--- src/rtl/multiword_add_seq_pkg.sv ---
// Shared types and defaults for the multi-word add/subtract sequencer.
// The index-width helper sizes the word counter from WORDS.
package multiword_add_pkg;

    typedef enum logic [1:0] {
        IDLE,
        RUN,
        DONE
    } state_t;

    localparam int unsigned DEF_W     = 32;
    localparam int unsigned DEF_WORDS = 4;

    function automatic int unsigned clog2(input int unsigned n);
        int unsigned r;
        r = 0;
        while ((32'd1 << r) < n) begin
            r = r + 1;
        end
        return (r == 0) ? 1 : r;
    endfunction

endpackage

--- src/rtl/multiword_add_seq_if.sv ---
// Operand request and result handshake bundle for multiword_add_seq.
// The slave side is the sequencer; the master side is the producer/consumer.
interface multiword_add_seq_if
    import multiword_add_pkg::*;
#(
    parameter int unsigned W     = DEF_W,
    parameter int unsigned WORDS = DEF_WORDS
);
    logic                 in_valid;
    logic                 in_ready;
    logic [W*WORDS-1:0]   in_a;
    logic [W*WORDS-1:0]   in_b;
    logic                 in_sub;
    logic                 in_cin;
    logic                 out_valid;
    logic                 out_ready;
    logic [W*WORDS-1:0]   out_sum;
    logic                 out_cout;
    logic                 out_of;
    logic                 busy;

    modport slave (
        input  in_valid, in_a, in_b, in_sub, in_cin, out_ready,
        output in_ready, out_valid, out_sum, out_cout, out_of, busy
    );

    modport master (
        output in_valid, in_a, in_b, in_sub, in_cin, out_ready,
        input  in_ready, out_valid, out_sum, out_cout, out_of, busy
    );

endinterface

--- src/rtl/multiword_add_seq_adder_word.sv ---
// Combinational W-bit word adder with carry out and signed overflow.
// Overflow is the carry into the MSB xor the carry out of the MSB.
module adder_word
    import multiword_add_pkg::*;
#(
    parameter int unsigned W = DEF_W
) (
    input  logic [W-1:0] a,
    input  logic [W-1:0] b,
    input  logic         cin,
    output logic [W-1:0] sum,
    output logic         cout,
    output logic         of
);
    logic [W:0] w_full;
    logic       w_msb_cin;

    assign w_full    = {1'b0, a} + {1'b0, b} + {{W{1'b0}}, cin};
    assign sum       = w_full[W-1:0];
    assign cout      = w_full[W];
    assign w_msb_cin = a[W-1] ^ b[W-1] ^ w_full[W-1];
    assign of        = w_msb_cin ^ w_full[W];

endmodule

--- src/rtl/multiword_add_seq.sv ---
// Wide add/subtract built by stepping one shared W-bit adder over WORDS words,
// least-significant word first, with the carry held in a register between words.
module multiword_add_seq
    import multiword_add_pkg::*;
#(
    parameter int unsigned W     = DEF_W,
    parameter int unsigned WORDS = DEF_WORDS
) (
    input  logic                clk,
    input  logic                rst,
    multiword_add_seq_if.slave  bus
);
    localparam int unsigned IW = clog2(WORDS);

    state_t               r_state;
    logic [W*WORDS-1:0]   r_a;
    logic [W*WORDS-1:0]   r_b;
    logic [W*WORDS-1:0]   r_sum;
    logic                 r_carry;
    logic [IW-1:0]        r_idx;
    logic                 r_cout;
    logic                 r_of;
    logic                 r_in_ready;
    logic                 r_out_valid;
    logic                 r_busy;

    logic [W-1:0]         w_a_word;
    logic [W-1:0]         w_b_word;
    logic [W-1:0]         w_sum;
    logic                 w_cout;
    logic                 w_of;
    logic                 w_last;

    assign w_a_word = r_a[W*r_idx +: W];
    assign w_b_word = r_b[W*r_idx +: W];
    assign w_last   = (r_idx == IW'(WORDS - 1));

    adder_word #(.W(W)) u_adder (
        .a    (w_a_word),
        .b    (w_b_word),
        .cin  (r_carry),
        .sum  (w_sum),
        .cout (w_cout),
        .of   (w_of)
    );

    // Subtract is folded in at accept time: B is stored inverted and the carry seeded with 1.
    always_ff @(posedge clk or posedge rst) begin
        if (rst) begin
            r_state     <= IDLE;
            r_a         <= '0;
            r_b         <= '0;
            r_sum       <= '0;
            r_carry     <= 1'b0;
            r_idx       <= '0;
            r_cout      <= 1'b0;
            r_of        <= 1'b0;
            r_in_ready  <= 1'b1;
            r_out_valid <= 1'b0;
            r_busy      <= 1'b0;
        end else begin
            case (r_state)
                IDLE: begin
                    if (bus.in_valid) begin
                        r_a        <= bus.in_a;
                        r_b        <= bus.in_sub ? ~bus.in_b : bus.in_b;
                        r_carry    <= bus.in_sub ? 1'b1 : bus.in_cin;
                        r_idx      <= '0;
                        r_in_ready <= 1'b0;
                        r_busy     <= 1'b1;
                        r_state    <= RUN;
                    end
                end
                RUN: begin
                    r_sum[W*r_idx +: W] <= w_sum;
                    r_carry             <= w_cout;
                    r_idx               <= r_idx + 1'b1;
                    if (w_last) begin
                        r_idx       <= '0;
                        r_cout      <= w_cout;
                        r_of        <= w_of;
                        r_out_valid <= 1'b1;
                        r_state     <= DONE;
                    end
                end
                DONE: begin
                    if (bus.out_ready) begin
                        r_out_valid <= 1'b0;
                        r_busy      <= 1'b0;
                        r_in_ready  <= 1'b1;
                        r_state     <= IDLE;
                    end
                end
                default: begin
                    r_state <= IDLE;
                end
            endcase
        end
    end

    assign bus.in_ready  = r_in_ready;
    assign bus.out_valid = r_out_valid;
    assign bus.out_sum   = r_sum;
    assign bus.out_cout  = r_cout;
    assign bus.out_of    = r_of;
    assign bus.busy      = r_busy;

endmodule

--- src/flat_wrapper.sv ---
// flat-port wrapper written by rule: the top's interface ports become plain ports
module multiword_add_seq_flat import multiword_add_pkg::*;
#(
    parameter int unsigned W     = DEF_W,
    parameter int unsigned WORDS = DEF_WORDS
)
  (clk, rst, bus_in_valid, bus_in_a, bus_in_b, bus_in_sub, bus_in_cin, bus_out_ready, bus_in_ready, bus_out_valid, bus_out_sum, bus_out_cout, bus_out_of, bus_busy);
  multiword_add_seq_if #(.W(W), .WORDS(WORDS)) bus_i ();
  input  logic clk;
  input  logic rst;
  input wire logic [$bits(bus_i.in_valid)-1:0] bus_in_valid;
  input wire logic [$bits(bus_i.in_a)-1:0] bus_in_a;
  input wire logic [$bits(bus_i.in_b)-1:0] bus_in_b;
  input wire logic [$bits(bus_i.in_sub)-1:0] bus_in_sub;
  input wire logic [$bits(bus_i.in_cin)-1:0] bus_in_cin;
  input wire logic [$bits(bus_i.out_ready)-1:0] bus_out_ready;
  output wire logic [$bits(bus_i.in_ready)-1:0] bus_in_ready;
  output wire logic [$bits(bus_i.out_valid)-1:0] bus_out_valid;
  output wire logic [$bits(bus_i.out_sum)-1:0] bus_out_sum;
  output wire logic [$bits(bus_i.out_cout)-1:0] bus_out_cout;
  output wire logic [$bits(bus_i.out_of)-1:0] bus_out_of;
  output wire logic [$bits(bus_i.busy)-1:0] bus_busy;
  assign bus_i.in_valid = bus_in_valid;
  assign bus_i.in_a = bus_in_a;
  assign bus_i.in_b = bus_in_b;
  assign bus_i.in_sub = bus_in_sub;
  assign bus_i.in_cin = bus_in_cin;
  assign bus_i.out_ready = bus_out_ready;
  assign bus_in_ready = bus_i.in_ready;
  assign bus_out_valid = bus_i.out_valid;
  assign bus_out_sum = bus_i.out_sum;
  assign bus_out_cout = bus_i.out_cout;
  assign bus_out_of = bus_i.out_of;
  assign bus_busy = bus_i.busy;
  multiword_add_seq #(.W(W), .WORDS(WORDS)) u_core (.clk(clk), .rst(rst), .bus(bus_i));
endmodule
--- config.mk ---
export PLATFORM = sky130hd
export DESIGN_NAME = multiword_add_seq_flat
export DESIGN_NICKNAME = d
export VERILOG_FILES = /design/src/rtl/multiword_add_seq_pkg.sv /design/src/rtl/multiword_add_seq_if.sv /design/src/rtl/multiword_add_seq_adder_word.sv /design/src/rtl/multiword_add_seq.sv /design/src/flat_wrapper.sv
export SDC_FILE = /design/constraint.sdc
export NUM_CORES = 1
export LEC_CHECK = 0
export ABC_AREA = 1
export BUFFER_PORTS_ARGS = -buffer_cell sky130_fd_sc_hd__buf_4
export CORE_AREA = 4 4 258 185
export DETAILED_ROUTE_END_ITERATION = 12
export DIE_AREA = 0 0 262 189
export GPL_ROUTABILITY_DRIVEN = 1
export PLACE_DENSITY = 0.67
export SLEW_MARGIN = 20
export SYNTH_ARGS = -nofsm -noshare
export SYNTH_HDL_FRONTEND = slang
export SYNTH_SLANG_ARGS = --single-unit
export TNS_END_PERCENT = 50
--- constraint.sdc ---
create_clock -name clk -period 17.6 [get_ports clk]
set_input_delay 0.88 -clock clk [delete_from_list [all_inputs] [get_ports clk]]
set_output_delay 0.88 -clock clk [all_outputs]
set_load 0.02 [all_outputs]
==> impl_metrics.tcl, run 1 <==
set metrics [dict create \
    ctsResizeCount 0 \
    fmax_mhz 207.8 \
    path_cells "inv_4 > buf_4 > o21ai_0 > o22ai_1 > ha_1 > nand2_1 > nor2_1 > inv_1 > nor3_1 > nand3_1 > nand2_1 > nand2_1 > nand2_2 > nand4_1 > nand2_1" \
    synth_edf_count 0 \
    ys_ff_latch 394 \
    slew_violations 0 \
    fill_cells 4238 \
    drv_cap 0 \
    min_period_ns 4.813 \
    die_w_um 262 \
    outcome "finished, final reports clean" \
    cp_data_required_time_ns 18.07 \
    cts_hold_buf 0 \
    clock-sinks 394 \
    grt_start_max_net_pins 283 \
    nets 3164 \
    grt_pass1_wl_um 100900 \
    clkSlewWorstSetupHoldPaths_ns 0.06 \
    wire_per_inst_um 18.48 \
    fin_setup_tns_ns 0 \
    gp_congestion 0.9275 \
    synth-seq-area-share 0.4896 \
    synthArstFlopShare 1.000 \
    synth_cell_type_count 37 \
    final_cell_mix "983 x nand2_1, 408 x buf_4, 391 x dfrtp_1" \
    clockBufferDepth 3 \
    timing.slew.headroom 0.2422 \
    synth-main-ff-cell "dfrtp_1" \
    ys_top_cells_by_area "dfrtp_1 49%, nand2_1 18%, o21ai_0 7.3%, xnor2_1 5.9%, nor2_1 3.4%" \
    antennaDiodeCount 0 \
    yosysTopAreaCell "dfrtp_1" \
    p_leak_nw 12.91 \
    final_common_cell "nand2_1" \
    ys_warn_count 0 \
    p_total_mw 5.833 \
    finalSetupViolations 0 \
    grt_pass1_vias 17930 \
    hold_viol_final 0 \
    worst_pin_slew_ns 1.137 \
    slowest_delay_ns 0.80 \
    setup_ws_ns 12.79 \
    viasPerCell 5.193 \
    cts_tree "yes" \
    detail_route.iter0.violations 1765 \
    core_area_sq_mm 0.04550 \
    postRouteAntennaNets 0 \
    synth_top_area_frac 0.4883 \
    dieArea_sq_mm 0.04952 \
    place_hpwl_um 45810 \
    drt-total-wl_um 64810 \
    drt_pass1_iterations 5 \
    die_h_um 189 \
    drc_errors 0 \
    peakVddDrop_mv 0.1144 \
    port_buffers 394 \
    area_delta_synth_final_pct 23.08 \
    overflow 0 \
    start_util 0.4427 \
    p_per_area_mw_per_mm2 235.3 \
    critPathBufInv 3 \
    rsz0062_at_grt "no" \
    hold_class "reg -> reg" \
    track_usage 0.2567 \
    synth.cell_area_sq_mm 0.02014 \
    cts_setup_buffers 0 \
    finalClockSkew_ns 0.01513 \
    cts_max_level 2 \
    io_pins 395 \
    synth_nets 2856 \
    pre_cts_ws_ns 13.00 \
    num_rows 66 \
    cts_buffers 41 \
    cp.arrival_ns 5.28 \
    vias 18210 \
    syn_avg_cell_area_sq_um 7.883 \
    fin_crit_sh 0.2734 \
    endpoint_kind "flop" \
    critPathTopFamily "simple AND/OR/NAND/NOR gates" \
    cp-start-kind "flop" \
    critPathMaxFanout 78 \
    clk_latency_ns 0.54 \
    final_layout_size_suffix_gt1_frac 0.1818 \
    antenna_found_initial 2 \
    cpMaxStageDelayCell "dfrtp_4" \
    crit_type "reg -> reg" \
    path_common_cell "nand2_1" \
    root_buffer "clkbuf_16" \
    syn_inst 2555 \
]
==> per-stage QoR <==
stage | area, sq um | util | std cells | hold slack, ns
2_1_floorplan | 20140 | - | 2555 | 0.4436
6_report | 24790 | 0.5449 | 3506 | 0.4738
3_5_place_dp | 23400 | 0.5142 | 3432 | 0.4602
5_1_grt | 24790 | 0.5449 | 3506 | 0.4888
3_3_place_gp | 23400 | 0.5142 | 3432 | 0.4560
4_1_cts | 24790 | 0.5449 | 3506 | 0.4772
==> registers in the layout, indices dropped and copies added, names as in the netlist <==
| name | flops |
|---|---|
| u_core.bus.busy | 1 |
| u_core.bus.in_ready | 1 |
| u_core.bus.out_cout | 1 |
| u_core.bus.out_of | 1 |
| u_core.bus.out_sum | 128 |
| u_core.bus.out_valid | 1 |
| u_core.r_a | 128 |
| u_core.r_b | 128 |
| u_core.r_carry | 1 |
| u_core.r_idx | 2 |
| u_core.r_state | 2 |
==> power by group <==
group	internal (mW)	leakage (nW)	switching [mW]
clock network	0.542	0.684	0.364
registers	1.30	5.05	0.269
logic	1.08	7.18	2.28
total	2.92	12.9	2.91
==> synth_stat cells (all sizes together), types with 16 or more instances <==
library cell	n
nand3	57
clkbuf	66
a21oi	18
xnor2	135
o22ai	64
inv	145
dfrtp	393
nand4	25
buf	80
nand2	1003
ha	37
nor2	186
a22o	16
o21ai	299
==> routing by layer <==
layer	up-vias	routed length, um	global-route usage
met2	601	30490	0.4221
met5	-	27	0
li1	8730	-	-
met4	4	1282	0.05185
met3	90	4451	0.04292
met1	8783	28560	0.3627
==> kinds of logic (layout without fill, tap and decap cells) <==
kind of cell / Yosys count / count (layout) / synth area share
AOI/OAI and AO/OA: 403 / 403 / 0.1081
xor gates and xnor gates: 143 / 143 / 0.06405
adders and majority gates: 39 / 39 / 0.02497
buffers and inverters: 292 / 631 / 0.05970
DFF: 394 / 394 / 0.4896
and+or+nand+nor: 1284 / 1284 / 0.2536
==> worst paths after layout <==
kind / start / to / slack [ns] / depth (start not counted)
max in group asynchronous: rst / u_core.bus.busy / 14.74 / 4
min reg2reg: u_core.r_a[34] / u_core.r_a[34] / 0.47 / 2
min: u_core.r_a[34] / u_core.r_a[34] / 0.47 / 2
min in group asynchronous: rst / u_core.r_a[75] / 0.51 / 2
max: u_core.r_idx[0] / u_core.bus.out_sum[122] / 12.79 / 15
max reg2reg: u_core.r_idx[0] / u_core.bus.out_sum[122] / 12.79 / 15
==> worst register-to-register path, stage by stage, from the launching register on <==
cell and delay (ns):
dfrtp_4 0.80, inv_4 0.65, buf_4 0.81, o21ai_0 0.28, o22ai_1 0.29, ha_1 0.31, nand2_1 0.15, nor2_1 0.25
inv_1 0.06, nor3_1 0.38, nand3_1 0.25, nand2_1 0.12, nand2_1 0.06, nand2_2 0.14, nand4_1 0.10, nand2_1 0.11
==> cell type report <==
cell class | instances | area [sq um] | share of cell area
clock buffers | 64 | 1235 | 0.04981
clock inverters | 10 | 157.7 | 0.006359
inverters | 146 | 560.5 | 0.02261
multi-input cells | 1869 | 9092 | 0.3668
flip-flops and latches | 394 | 9866 | 0.3980
well taps | 612 | 765.7 | 0.03089
repair buffers | 411 | 3114 | 0.1256
No activity file was read; power rests on OpenSTA's default activity.
==> run 2: changes to the inputs <==
--- a/config.mk
+++ b/config.mk
@@ -5,13 +5,13 @@
 export SDC_FILE = /design/constraint.sdc
 export NUM_CORES = 1
 export LEC_CHECK = 0
-export ABC_AREA = 1
+export ABC_AREA = 0
 export BUFFER_PORTS_ARGS = -buffer_cell sky130_fd_sc_hd__buf_4
-export CORE_AREA = 4 4 258 185
+export CORE_AREA = 4 4 248 177
 export DETAILED_ROUTE_END_ITERATION = 12
-export DIE_AREA = 0 0 262 189
+export DIE_AREA = 0 0 252 181
 export GPL_ROUTABILITY_DRIVEN = 1
-export PLACE_DENSITY = 0.67
+export PLACE_DENSITY = 0.7
 export SLEW_MARGIN = 20
 export SYNTH_ARGS = -nofsm -noshare
 export SYNTH_HDL_FRONTEND = slang
==> constraint.sdc (replaced) <==
create_clock -name clk -period 4 [get_ports clk]
set_input_delay 0.2 -clock clk [delete_from_list [all_inputs] [get_ports clk]]
set_output_delay 0.2 -clock clk [all_outputs]
set_load 0.02 [all_outputs]
==> impl_metrics.tcl, run 2 <==
set metrics [dict create \
    synthArstFlopShare 1.000 \
    clock-sinks 394 \
    finalClockSkew_ns 0.01754 \
    met1_usage 0.3791 \
    synthTopCellsByCount "555 x nand2_1, 393 x dfrtp_1, 161 x o21ai_0, 146 x xnor2_1, 108 x a22o_1" \
    drt-total-wl_um 61470 \
    cp-start-kind "flop" \
    clk_latency_ns 0.53 \
    viasPerCell 5.414 \
    synth_edf_count 0 \
    io_pins 395 \
    yosysTopAreaCell "dfrtp_1" \
    worst_pin_slew_ns 0.9301 \
    gp_congestion 0.8675 \
    cts_tree "yes" \
    setup_ws_ns 0.05283 \
    clkSlewWorstSetupHoldPaths_ns 0.06 \
    antenna_found_initial 4 \
    seq_area_sq_mm 0.009868 \
    place_hpwl_um 41590 \
    hold_viol_final 0 \
    cp_data_required_time_ns 4.46 \
    reg2reg_slack_ns 0.05 \
    clockBufferDepth 3 \
    area_delta_synth_final_pct 41.87 \
    timing.slew.headroom 0.3799 \
    dieArea_sq_mm 0.04561 \
    vias 16190 \
    wire_per_inst_um 20.56 \
    fin_setup_tns_ns 0 \
    pre_cts_ws_ns 0.02447 \
    grt_pass1_vias 16670 \
    fmax_mhz 253.3 \
    drc_errors 0 \
    yosys.cell_count.top_type "nand2_1" \
    multiInputGateArea_sq_mm 0.008280 \
    ys_warn_count 0 \
    min_period_ns 3.947 \
    crit_type "reg -> reg" \
    p_per_area_mw_per_mm2 879.8 \
    core_area_sq_mm 0.04178 \
    synth_nets 2071 \
    fin_crit_sh 0.9868 \
    track_usage 0.2642 \
    final_layout_size_suffix_gt1_frac 0.2468 \
    path_cells "buf_12 > buf_4 > mux4_2 > ha_1 > a21o_1 > nand4_1 > a2111oi_0 > or2_1 > a21o_1 > a31oi_2 > o21ai_1 > xor2_2 > a22o_1" \
    nets 2708 \
    slew_violations 0 \
    cts_max_level 2 \
    ys_top_cells_by_area "dfrtp_1 53%, nand2_1 11%, mux4_2 7.8%, xnor2_1 6.9%, a22o_1 5.1%" \
    synth_cell_type_count 59 \
    detail_route.iter0.violations 1210 \
    start_util 0.4442 \
    num_rows 63 \
    cpMaxStageDelayCell "mux4_2" \
    final_cell_mix "555 x nand2_1, 437 x buf_4, 391 x dfrtp_1" \
    synth_top_area_frac 0.5300 \
    synth.cell_area_sq_mm 0.01856 \
    rsz0062_at_grt "yes" \
    p_leak_nw 12.73 \
    ys_ff_latch 394 \
    placed_cells 2647 \
    die_h_um 181 \
    synth-seq-area-share 0.5314 \
    overflow 0 \
    synth-main-ff-cell "dfrtp_1" \
    grt_start_max_net_pins 150 \
    syn_avg_cell_area_sq_um 10.48 \
    slowest_delay_ns 0.55 \
    place_area_sq_mm 0.02230 \
    root_buffer "clkbuf_16" \
    cts_buffers 40 \
    stdcell_count 2990 \
    use_met3 0.04936 \
    holdWs_ns 0.02283 \
    fill_cells 3158 \
    syn_inst 1770 \
    cp.arrival_ns 4.41 \
    die_w_um 252 \
    grt_pass1_wl_um 95250 \
    hold_class "in -> reg" \
    peakVddDrop_mv 0.5565 \
    grt.met2_usage 0.4074 \
    endpoint_kind "flop" \
    critPathMaxFanout 19 \
    drv_cap 0 \
    fin_area_sq_mm 0.02633 \
    outcome "finished, final reports clean" \
    grt.busiest_layer "met2" \
    finalSetupViolations 0 \
    path_common_cell "a21o_1" \
    drt_pass1_iterations 5 \
    final_common_cell "nand2_1" \
    postRouteAntennaNets 0 \
    port_buffers 394 \
]
[run 2: cell families (layout without fill, tap and decap cells)]
| group | after synthesis | after routing | synth area share |
|---|---|---|---|
| adders and majority gates | 39 | 39 | 0.02711 |
| AOI/OAI and AO/OA | 366 | 366 | 0.1295 |
| buffers and inverters | 128 | 793 | 0.02630 |
| DFF | 394 | 394 | 0.5314 |
| and+or+nand+nor | 623 | 623 | 0.1343 |
| other | 0 | 3 | 0 |
| xor gates and xnor gates | 155 | 155 | 0.07316 |
| muxes | 65 | 65 | 0.07821 |
[run 2: worst paths after layout]
path	from	to	cells past startpoint
min	bus_in_b[19]	u_core.r_b[19]	3
max reg2reg	u_core.r_idx[0]	u_core.bus.out_sum[83]	13
max in group asynchronous	rst	u_core.r_b[75]	5
max	u_core.r_idx[0]	u_core.bus.out_sum[83]	13
min in group asynchronous	rst	u_core.bus.out_sum[99]	3
min reg2reg	u_core.r_a[106]	u_core.r_a[106]	2
[run 2: worst max-delay path: cells and delay by family, from the launching register on]
family / cells / cell delay [ns]
buffers and inverters: 2 / 0.31
XOR/XNOR: 1 / 0.37
AO/OA/AOI/OAI: 6 / 1.43
AND/OR/NAND/NOR: 2 / 0.42
multiplexers: 1 / 0.55
flip-flops: 1 / 0.45
adder cells (fa/ha/maj): 1 / 0.31
[run 2: per-stage QoR]
step                      power [mW]  utilization
after floorplan                14.15            -
after global placement         18.44       0.5337
after detailed placement       18.76       0.5337
after CTS                      22.81       0.6264
after global routing           24.65       0.6301
final                          23.16       0.6302
[run 2: area by class of cell]
class | instances | share of cell area
Multi-Input combinational cell | 1248 | 0.3145
Tap cell | 552 | 0.02623
Clock inverter | 9 | 0.003897
Timing Repair Buffer | 705 | 0.2311
Inverter | 18 | 0.002709
Clock buffer | 61 | 0.04639
Sequential cell | 394 | 0.3748
Antenna cell | 3 | 0.0002852
[run 2: routing by layer]
| metal | routed length [um] | part of all wire | up-vias |
|---|---|---|---|
| met5 | 26 | 0.00042 | - |
| met4 | 2300 | 0.037 | 4 |
| met3 | 4269 | 0.069 | 165 |
| met2 | 27760 | 0.45 | 735 |
| met1 | 27100 | 0.44 | 7942 |
| li1 | - | - | 7342 |
[run 2: timing repair]
item                                    CTS  global route
resized for setup                         0             6
buffers inserted                          0            14
endpoints found under the setup margin    0            20
hold buffers                            255             0
hold endpoints to repair                287             0
[run 2: power breakdown]
part           total (mW)  switching (mW)  internal (mW)
Sequential           6.51           0.971           5.54
Clock                3.79            1.56           2.23
Combinational        12.9            7.90           4.96
==> run 3: changes to the inputs <==
--- a/config.mk
+++ b/config.mk
@@ -5,13 +5,13 @@
 export SDC_FILE = /design/constraint.sdc
 export NUM_CORES = 1
 export LEC_CHECK = 0
-export ABC_AREA = 0
+export ABC_AREA = 1
 export BUFFER_PORTS_ARGS = -buffer_cell sky130_fd_sc_hd__buf_4
-export CORE_AREA = 4 4 248 177
+export CORE_AREA = 4 4 258 185
 export DETAILED_ROUTE_END_ITERATION = 12
-export DIE_AREA = 0 0 252 181
+export DIE_AREA = 0 0 262 189
 export GPL_ROUTABILITY_DRIVEN = 1
-export PLACE_DENSITY = 0.7
+export PLACE_DENSITY = 0.69
 export SLEW_MARGIN = 20
 export SYNTH_ARGS = -nofsm -noshare
 export SYNTH_HDL_FRONTEND = slang
==> impl_metrics.tcl, run 3 (synthesis results as in run 1) <==
set metrics [dict create \
    outcome "finished, final reports clean" \
    min_period_ns 3.666 \
    gp_congestion 0.9722 \
    vias 19940 \
    crit_type "reg -> reg" \
    area_delta_synth_final_pct 35.39 \
    clkSlewWorstSetupHoldPaths_ns 0.06 \
    p_switching_mw 13.18 \
    drt_pass1_iterations 7 \
    fin_area_sq_mm 0.02727 \
    drc_errors 0 \
    cts_max_level 2 \
    ctsResizeCount 0 \
    p_total_mw 25.94 \
    drv_cap 0 \
    cts_tree "yes" \
    io_pins 395 \
    endpoint_kind "flop" \
    p_per_area_mw_per_mm2 951.3 \
    pre_cts_ws_ns 0.4013 \
    final_layout_size_suffix_gt1_frac 0.1696 \
    overflow 0 \
    clockBufferDepth 3 \
    core_area_sq_mm 0.04550 \
    nets 3417 \
    grt.met2_usage 0.4607 \
    hold_viol_final 0 \
    rsz0062_at_grt "no" \
    antenna_found_initial 9 \
    pwr-share-seq 0.265 \
    root_buffer "clkbuf_16" \
    grt_pass1_vias 20060 \
    slew_violations 0 \
    dieArea_sq_mm 0.04952 \
    die_h_um 189 \
    drt-total-wl_um 71780 \
    worst_pin_slew_ns 1.137 \
    holdWs_ns 0.03144 \
    peakVddDrop_mv 0.6069 \
    p_sw_frac 0.5079 \
    cts_setup_buffers 0 \
    timing.slew.headroom 0.2420 \
    track_usage 0.2842 \
    place_hpwl_um 46890 \
    final_common_cell "nand2_1" \
    grt.busiest_layer "met2" \
    setup_ws_ns 0.3337 \
    stdcell_count 3763 \
    p_leak_nw 13.92 \
    port_buffers 394 \
    start_util 0.4427 \
    grt_pass1_wl_um 111500 \
    cts_buffers 41 \
    clock-sinks 394 \
    critPathMaxFanout 33 \
    cp.arrival_ns 4.13 \
    fmax_mhz 272.8 \
    clk_latency_ns 0.55 \
    finalSetupViolations 0 \
    die_w_um 262 \
    reg2reg_slack_ns 0.33 \
    wire_per_inst_um 19.08 \
    p_comb_frac 0.594 \
    cp-start-kind "flop" \
    detail_route.iter0.violations 1919 \
    grt_start_max_net_pins 276 \
    use_met3 0.04827 \
    fin_util 0.5993 \
    hold_class "in -> reg" \
    finalClockSkew_ns 0.01221 \
    place_area_sq_mm 0.02352 \
    cp_data_required_time_ns 4.47 \
    power.internal_mw 12.77 \
    placed_cells 3437 \
    fill_cells 3888 \
    viasPerCell 5.299 \
    fin_crit_sh 0.9166 \
    clkPwrFrac 0.141 \
    final_cell_mix "983 x nand2_1, 406 x buf_4, 391 x dfrtp_1" \
    num_rows 66 \
    met1_usage 0.3822 \
    postRouteAntennaNets 0 \
    fin_setup_tns_ns 0 \
]
[run 3: cell types whose count changed in the layout (fill, tap and decap cells not counted), sizes merged, moves of 64 or more]
cell   before   now
inv        18   148
a22o      108    16
mux4       64     0
o21ai     167   299
nand2     555  1003
nor2       15   186
[run 3: worst max-delay path, cell delays in order (launching register included)]
cell and delay [ns]:
dfrtp_4 0.53, inv_4 0.20, o21ai_0 0.39, o22ai_1 0.14
fa_1 0.47, fa_1 0.49, nand3_1 0.12, nand3_1 0.17
nand3_1 0.14, nand3_2 0.16, xor2_2 0.37, nand3_1 0.21
o21ai_1 0.17
[run 3: what timing repair did]
action	CTS	global route
setup endpoints to repair	0	0
hold buffers	248	0
hold endpoints to repair	257	0
[run 3: power groups by stage]
stage / sequential, mW / combinational (mW) / clock (mW)
after detailed placement: 6.86 / 15.0 / 0
final: 6.88 / 15.4 / 3.66
after global routing: 7.04 / 17.0 / 3.90
after global placement: 6.85 / 14.8 / 0
after floorplan: 7.05 / 9.69 / 0
after CTS: 6.83 / 15.3 / 3.73
[run 3: layout make-up]
class	count	area [sq um]	share of cell area
multi-input cells	1869	9092	0.3334
diodes	9	22.52	0.0008259
repair buffers	664	5722	0.2098
clock buffers	53	1121	0.04111
well taps	612	765.7	0.02808
flip-flops and latches	394	9866	0.3618
clock inverters	16	123.9	0.004542
inverters	146	556.8	0.02042
[run 3: routing by layer]
| layer | part of all wire | vias up | wire, um |
|---|---|---|---|
| li1 | - | 9236 | - |
| met3 | 0.075 | 216 | 5396 |
| met5 | 0.00032 | - | 23 |
| met1 | 0.41 | 9554 | 29600 |
| met2 | 0.47 | 932 | 33630 |
| met4 | 0.044 | 4 | 3132 |
[run 3: path summary, 6_finish.rpt]
check,startpoint,endpoint,depth (start not counted)
max,u_core.r_idx[0],u_core.bus.out_sum[108],12
min,bus_in_b[68],u_core.r_b[68],3
max reg2reg,u_core.r_idx[0],u_core.bus.out_sum[108],12
min reg2reg,u_core.bus.out_valid,u_core.bus.out_valid,2
max in group asynchronous,rst,u_core.r_idx[0],4
min in group asynchronous,rst,u_core.r_b[104],3
